File: src/rtl/jk_register_bank_if.sv
// Control/data bundle for jk_register_bank: mode controls, load data,
// per-bit J/K inputs and the register outputs.
interface jk_register_bank_if #(
  parameter int WIDTH = 4
);
  logic             en;
  logic             load;
  logic             cnt;
  logic [WIDTH-1:0] d;
  logic [WIDTH-1:0] J;
  logic [WIDTH-1:0] K;
  logic [WIDTH-1:0] Q;
  logic [WIDTH-1:0] Qn;
  logic             tc;

  // The controlling side drives the modes and data, and observes the state.
  modport master (
    output en, load, cnt, d, J, K,
    input  Q, Qn, tc
  );

  // The register bank observes the modes and data, and drives the state.
  modport slave (
    input  en, load, cnt, d, J, K,
    output Q, Qn, tc
  );
endinterface

File: src/rtl/jk_register_bank.sv
// Bank of WIDTH JK flip-flops sharing clock, asynchronous active-low reset
// and enable. Modes in priority order: hold (en=0), parallel load,
// up-counter built from JK toggles, and per-bit JK.
module jk_register_bank #(
  parameter int          WIDTH     = 4,
  parameter logic [31:0] RESET_VAL = 32'd0
) (
  input  logic               clk,
  input  logic               rst,
  jk_register_bank_if.slave  bus
);

  localparam logic [WIDTH-1:0] RESET_Q = RESET_VAL[WIDTH-1:0];

  logic [WIDTH-1:0] q_reg;
  logic [WIDTH-1:0] q_next;
  logic [WIDTH-1:0] carry;     // carry[i] = AND of q_reg[i-1:0]; bit 0 always toggles
  logic [WIDTH-1:0] j_eff;
  logic [WIDTH-1:0] k_eff;
  logic [WIDTH-1:0] jk_next;

  assign carry[0] = 1'b1;

  generate
    for (genvar gi = 0; gi < WIDTH; gi++) begin : g_bit
      if (gi > 0) begin : g_carry
        assign carry[gi] = carry[gi-1] & q_reg[gi-1];
      end

      // In counter mode each bit is a JK flip-flop with J=K=carry, so the
      // external J/K are never looked at and cannot inject unknowns.
      assign j_eff[gi] = bus.cnt ? carry[gi] : bus.J[gi];
      assign k_eff[gi] = bus.cnt ? carry[gi] : bus.K[gi];

      // Classic JK characteristic: hold, reset, set, toggle.
      always_comb begin
        jk_next[gi] = q_reg[gi];
        unique case ({j_eff[gi], k_eff[gi]})
          2'b00:   jk_next[gi] = q_reg[gi];
          2'b01:   jk_next[gi] = 1'b0;
          2'b10:   jk_next[gi] = 1'b1;
          default: jk_next[gi] = ~q_reg[gi];
        endcase
      end
    end
  endgenerate

  // Mode priority: enable gates everything, then load beats counter/JK.
  always_comb begin
    q_next = q_reg;
    if (bus.en) begin
      if (bus.load) begin
        q_next = bus.d;
      end else begin
        q_next = jk_next;
      end
    end
  end

  // State register; reset is asynchronous and wins over any clock edge.
  always_ff @(posedge clk or negedge rst) begin
    if (!rst) begin
      q_reg <= RESET_Q;
    end else begin
      q_reg <= q_next;
    end
  end

  assign bus.Q  = q_reg;
  assign bus.Qn = ~q_reg;

  // Terminal count feeds the enable of a cascaded upper bank. It is held
  // low during reset so a cascade never sees a spurious carry.
  assign bus.tc = (&q_reg) & bus.cnt & bus.en & rst;

endmodule

File: src/flat_wrapper.sv
// flat-port wrapper written by rule: the top's interface ports become plain ports
module jk_register_bank_flat 
#(
  parameter int          WIDTH     = 4,
  parameter logic [31:0] RESET_VAL = 32'd0
)
  (clk, rst, bus_en, bus_load, bus_cnt, bus_d, bus_J, bus_K, bus_Q, bus_Qn, bus_tc);
  jk_register_bank_if #(.WIDTH(WIDTH)) bus_i ();
  input  logic clk;
  input  logic rst;
  input wire logic [$bits(bus_i.en)-1:0] bus_en;
  input wire logic [$bits(bus_i.load)-1:0] bus_load;
  input wire logic [$bits(bus_i.cnt)-1:0] bus_cnt;
  input wire logic [$bits(bus_i.d)-1:0] bus_d;
  input wire logic [$bits(bus_i.J)-1:0] bus_J;
  input wire logic [$bits(bus_i.K)-1:0] bus_K;
  output wire logic [$bits(bus_i.Q)-1:0] bus_Q;
  output wire logic [$bits(bus_i.Qn)-1:0] bus_Qn;
  output wire logic [$bits(bus_i.tc)-1:0] bus_tc;
  assign bus_i.en = bus_en;
  assign bus_i.load = bus_load;
  assign bus_i.cnt = bus_cnt;
  assign bus_i.d = bus_d;
  assign bus_i.J = bus_J;
  assign bus_i.K = bus_K;
  assign bus_Q = bus_i.Q;
  assign bus_Qn = bus_i.Qn;
  assign bus_tc = bus_i.tc;
  jk_register_bank #(.WIDTH(WIDTH), .RESET_VAL(RESET_VAL)) u_core (.clk(clk), .rst(rst), .bus(bus_i));
endmodule
File: config.mk
export PLATFORM = sky130hd
export DESIGN_NAME = jk_register_bank_flat
export DESIGN_NICKNAME = d
export VERILOG_FILES = /design/src/rtl/jk_register_bank_if.sv /design/src/rtl/jk_register_bank.sv /design/src/flat_wrapper.sv
export SDC_FILE = /design/constraint.sdc
export NUM_CORES = 1
export LEC_CHECK = 0
export ABC_AREA = 1
export CAP_MARGIN = 20
export CELL_PAD_IN_SITES_DETAIL_PLACEMENT = 0
export CELL_PAD_IN_SITES_GLOBAL_PLACEMENT = 1
export CORE_MARGIN = 2
export CORE_UTILIZATION = 22
export DETAILED_ROUTE_END_ITERATION = 16
export PLACE_DENSITY = 0.75
export SLEW_MARGIN = 5
export SYNTH_ARGS = -nofsm -noshare
export SYNTH_HDL_FRONTEND = slang
export SYNTH_SLANG_ARGS = --single-unit
File: constraint.sdc
create_clock -name clk -period 1.6 [get_ports clk]
set_clock_uncertainty 0.15 [all_clocks]
set_input_delay 0.32 -clock clk [delete_from_list [all_inputs] [get_ports clk]]
set_output_delay 0.32 -clock clk [all_outputs]
set_load 0.03 [all_outputs]
==> results.yml <==
routing:
  drc: 0
  vias: 631
  drt-pass1-iter-count: 4
  viasPerCell: 4.124
  drtIter0Drc: 16
  wl_per_cell_um: 9.948
  ant_nets: 0
  finalWirelength_mm: 1.522
sta:
  fmax_mhz: 592.1
  fin_crit_sh: 1.056
  max_slew_margin: 0.7994
  holdWs_ns: 0.2063
  hold_viol: 0
  rsz0062_at_grt: "yes"
  worstMarginPinSlew_ns: 0.3020
  finalSetupViolCount: 1
  period_needed_ns: 1.689
  slew_violations: 0
  setup_slack_ns: -0.08884
status:
  outcome: "complete, but fails checks"
  violations: "negative setup slack"
placed_design:
  io_buffers: 25
  place_area_um2: 864.6
  routabilityCongestion: 0.7740
  placed_cells: 147
  place_hpwl_mm: 1.129
setup_path:
  cp_data_required_time_ns: 1.13
  cp_top_family: "flip-flops"
  path_buf_inv: 3
  cp-start-kind: "flop"
  worstPathCellList: "inv_4, nor3_4, inv_2, nor2_2, buf_6"
  reg2reg_from: "u_core.bus.Q[2]"
  slowest_stage: "dfrtp_2"
  cp.arrival_ns: 1.22
  crit_type: "reg2out"
  cp-end-kind: "output port"
  slowest_delay_ns: 0.38
  worstSetupStartpoint: "u_core.bus.Q[2]"
  cp_max_fo: 3
power:
  power.leakage_nw: 0.5004
  peakVddDrop_uv: 267.5
  p_per_area_nw_per_um2: 737.2
  power.total_uw: 687.1
cells_and_area:
  nNetsFinal: 151
  syn2layout_area_growth_pct: 85.79
  multi_input_comb_area_um2: 381.6
  final_cell_area_um2: 932.1
  largest_reg_flops: 4
  drive_above_1_share: 0.3200
  seq_area_um2: 103.9
  nFillCells: 229
  stdcell_count: 153
  final_core_util: 0.4255
  diodes: 0
cts:
  cts_tree: "yes"
  cts-root-buf: "clkbuf_4"
  numCtsBuffers: 3
  worstSkewPairLatency_ns: 0.25
  h-tree-depth: 1
  clkTransAtPathRegs_ns: 0.05
  hold_buffers: 0
  clockBufferDepth: 2
  cts_sinks: 4
synth:
  synthesis.area_um2: 501.7
  synth_edf_count: 0
  synthCells: 84
  synthSimpleGateAreaFrac: 0.4314
  yosys-mux-area-fraction: 0
  syn_nets: 109
  synth.most_common_cell: "nand2_1"
  synth_warnings: 0
  synth_ff_type: "dfrtp_1"
  yosysTopAreaCellShare: 0.2618
  synthTopCellsByCount: "nand2_1 (35), inv_1 (12), nor2_1 (10)"
  synthDistinctLibCells: 13
  synth-compound-area-share: 0.05486
  ys_top_cells_by_area: "nand2_1 (26%), dfrtp_1 (20%), ha_1 (20%)"
  syn_area_per_cell_um2: 5.973
  synthAdderAreaFrac: 0.1995
  synth_top_family_by_area: "simple AND/OR/NAND/NOR gates"
  ys_seq_area_frac: 0.1995
  synth-xor-area-share: 0
  yosys.area.top_type: "nand2_1"
  synth-seq-cells: 4
  synthArstFlopShare: 1.000
global_route:
  grt.overflow.total: 0
  antenna_found_initial: 0
  grt_pass1_wl_mm: 2.373
  grt_max_degree: 7
  grt_usage: 0.1215
  grt_pass1_vias: 564
floorplanning:
  dieArea_um2: 2679
  design.core.area_um2: 2191
  start_util: 0.2290
  die_h_um: 51.76
  placementRows: 17
  die_w_um: 51.76
  io_pins: 26
worst_hold_path:
  hp-class: "in2async"
run:
  drv_cap: 0
-- per-layer routing --
| layer | wire length [um] | global-route usage |
|---|---|---|
| met3 | 78 | 0.02011 |
| met5 | 0 | 0 |
| met1 | 682 | 0.1532 |
| met4 | 16 | 0.07895 |
| met2 | 745 | 0.1902 |
-- logic make-up after synthesis --
family / after synthesis
flip-flops: 4
AO/OA/AOI/OAI: 5
AND/OR/NAND/NOR: 52
buffers and inverters: 15
adder cells (fa/ha/maj): 8
-- worst paths after layout --
check	slack, ns	endpoint	cells past startpoint
min reg2reg	0.38	u_core.bus.Q[2]	2
max reg2reg	0.02	u_core.bus.Q[3]	9
min in group clk	0.38	u_core.bus.Q[2]	2
min	0.21	u_core.bus.Q[2]	2
max	-0.09	bus_tc	5
max in group asynchronous	0.97	u_core.bus.Q[1]	2
-- metrics by stage --
| step | TNS [ns] | setup slack (ns) |
|---|---|---|
| floorplan | -0.02495 | -0.02495 |
| global placement | -1.952 | -0.4510 |
| detailed placement | -2.152 | -0.5078 |
| CTS | -0.09679 | -0.09679 |
| global route | -0.2554 | -0.1491 |
| finish | -0.08884 | -0.08884 |
-- final cells by class --
type / count / share of cell area
multi-input cells: 65 / 0.4094
repair buffers: 38 / 0.3544
flip-flops and latches: 4 / 0.1114
inverters: 14 / 0.05906
well taps: 28 / 0.03758
clock buffers: 4 / 0.02819
-- power by group --
part           internal, mW  switching (mW)
sequential            0.123          0.0230
combinational         0.176           0.216
clock                0.0945          0.0549
-- cell usage in the layout (no fill, tap or decap), types with 2 or more instances in the layout --
cell             count
dlygate4sd2_1        2
nand2_1             33
nor2_1              10
o21ai_2              2
nand3_1              5
clkbuf_4             3
inv_1               10
inv_2                3
clkdlybuf4s50_1     15
buf_4               18
dfrtp_2              3
ha_1                 7
-- timing repair --
item / in CTS / in global routing
endpoints found under the setup margin: 9 / 4
setup buffers: 0 / 2
endpoints found under the hold margin: 0 / 0
pin swaps: 1 / 2
gates resized for setup: 9 / 12
Note: power is estimated with default switching activity, not from simulation.
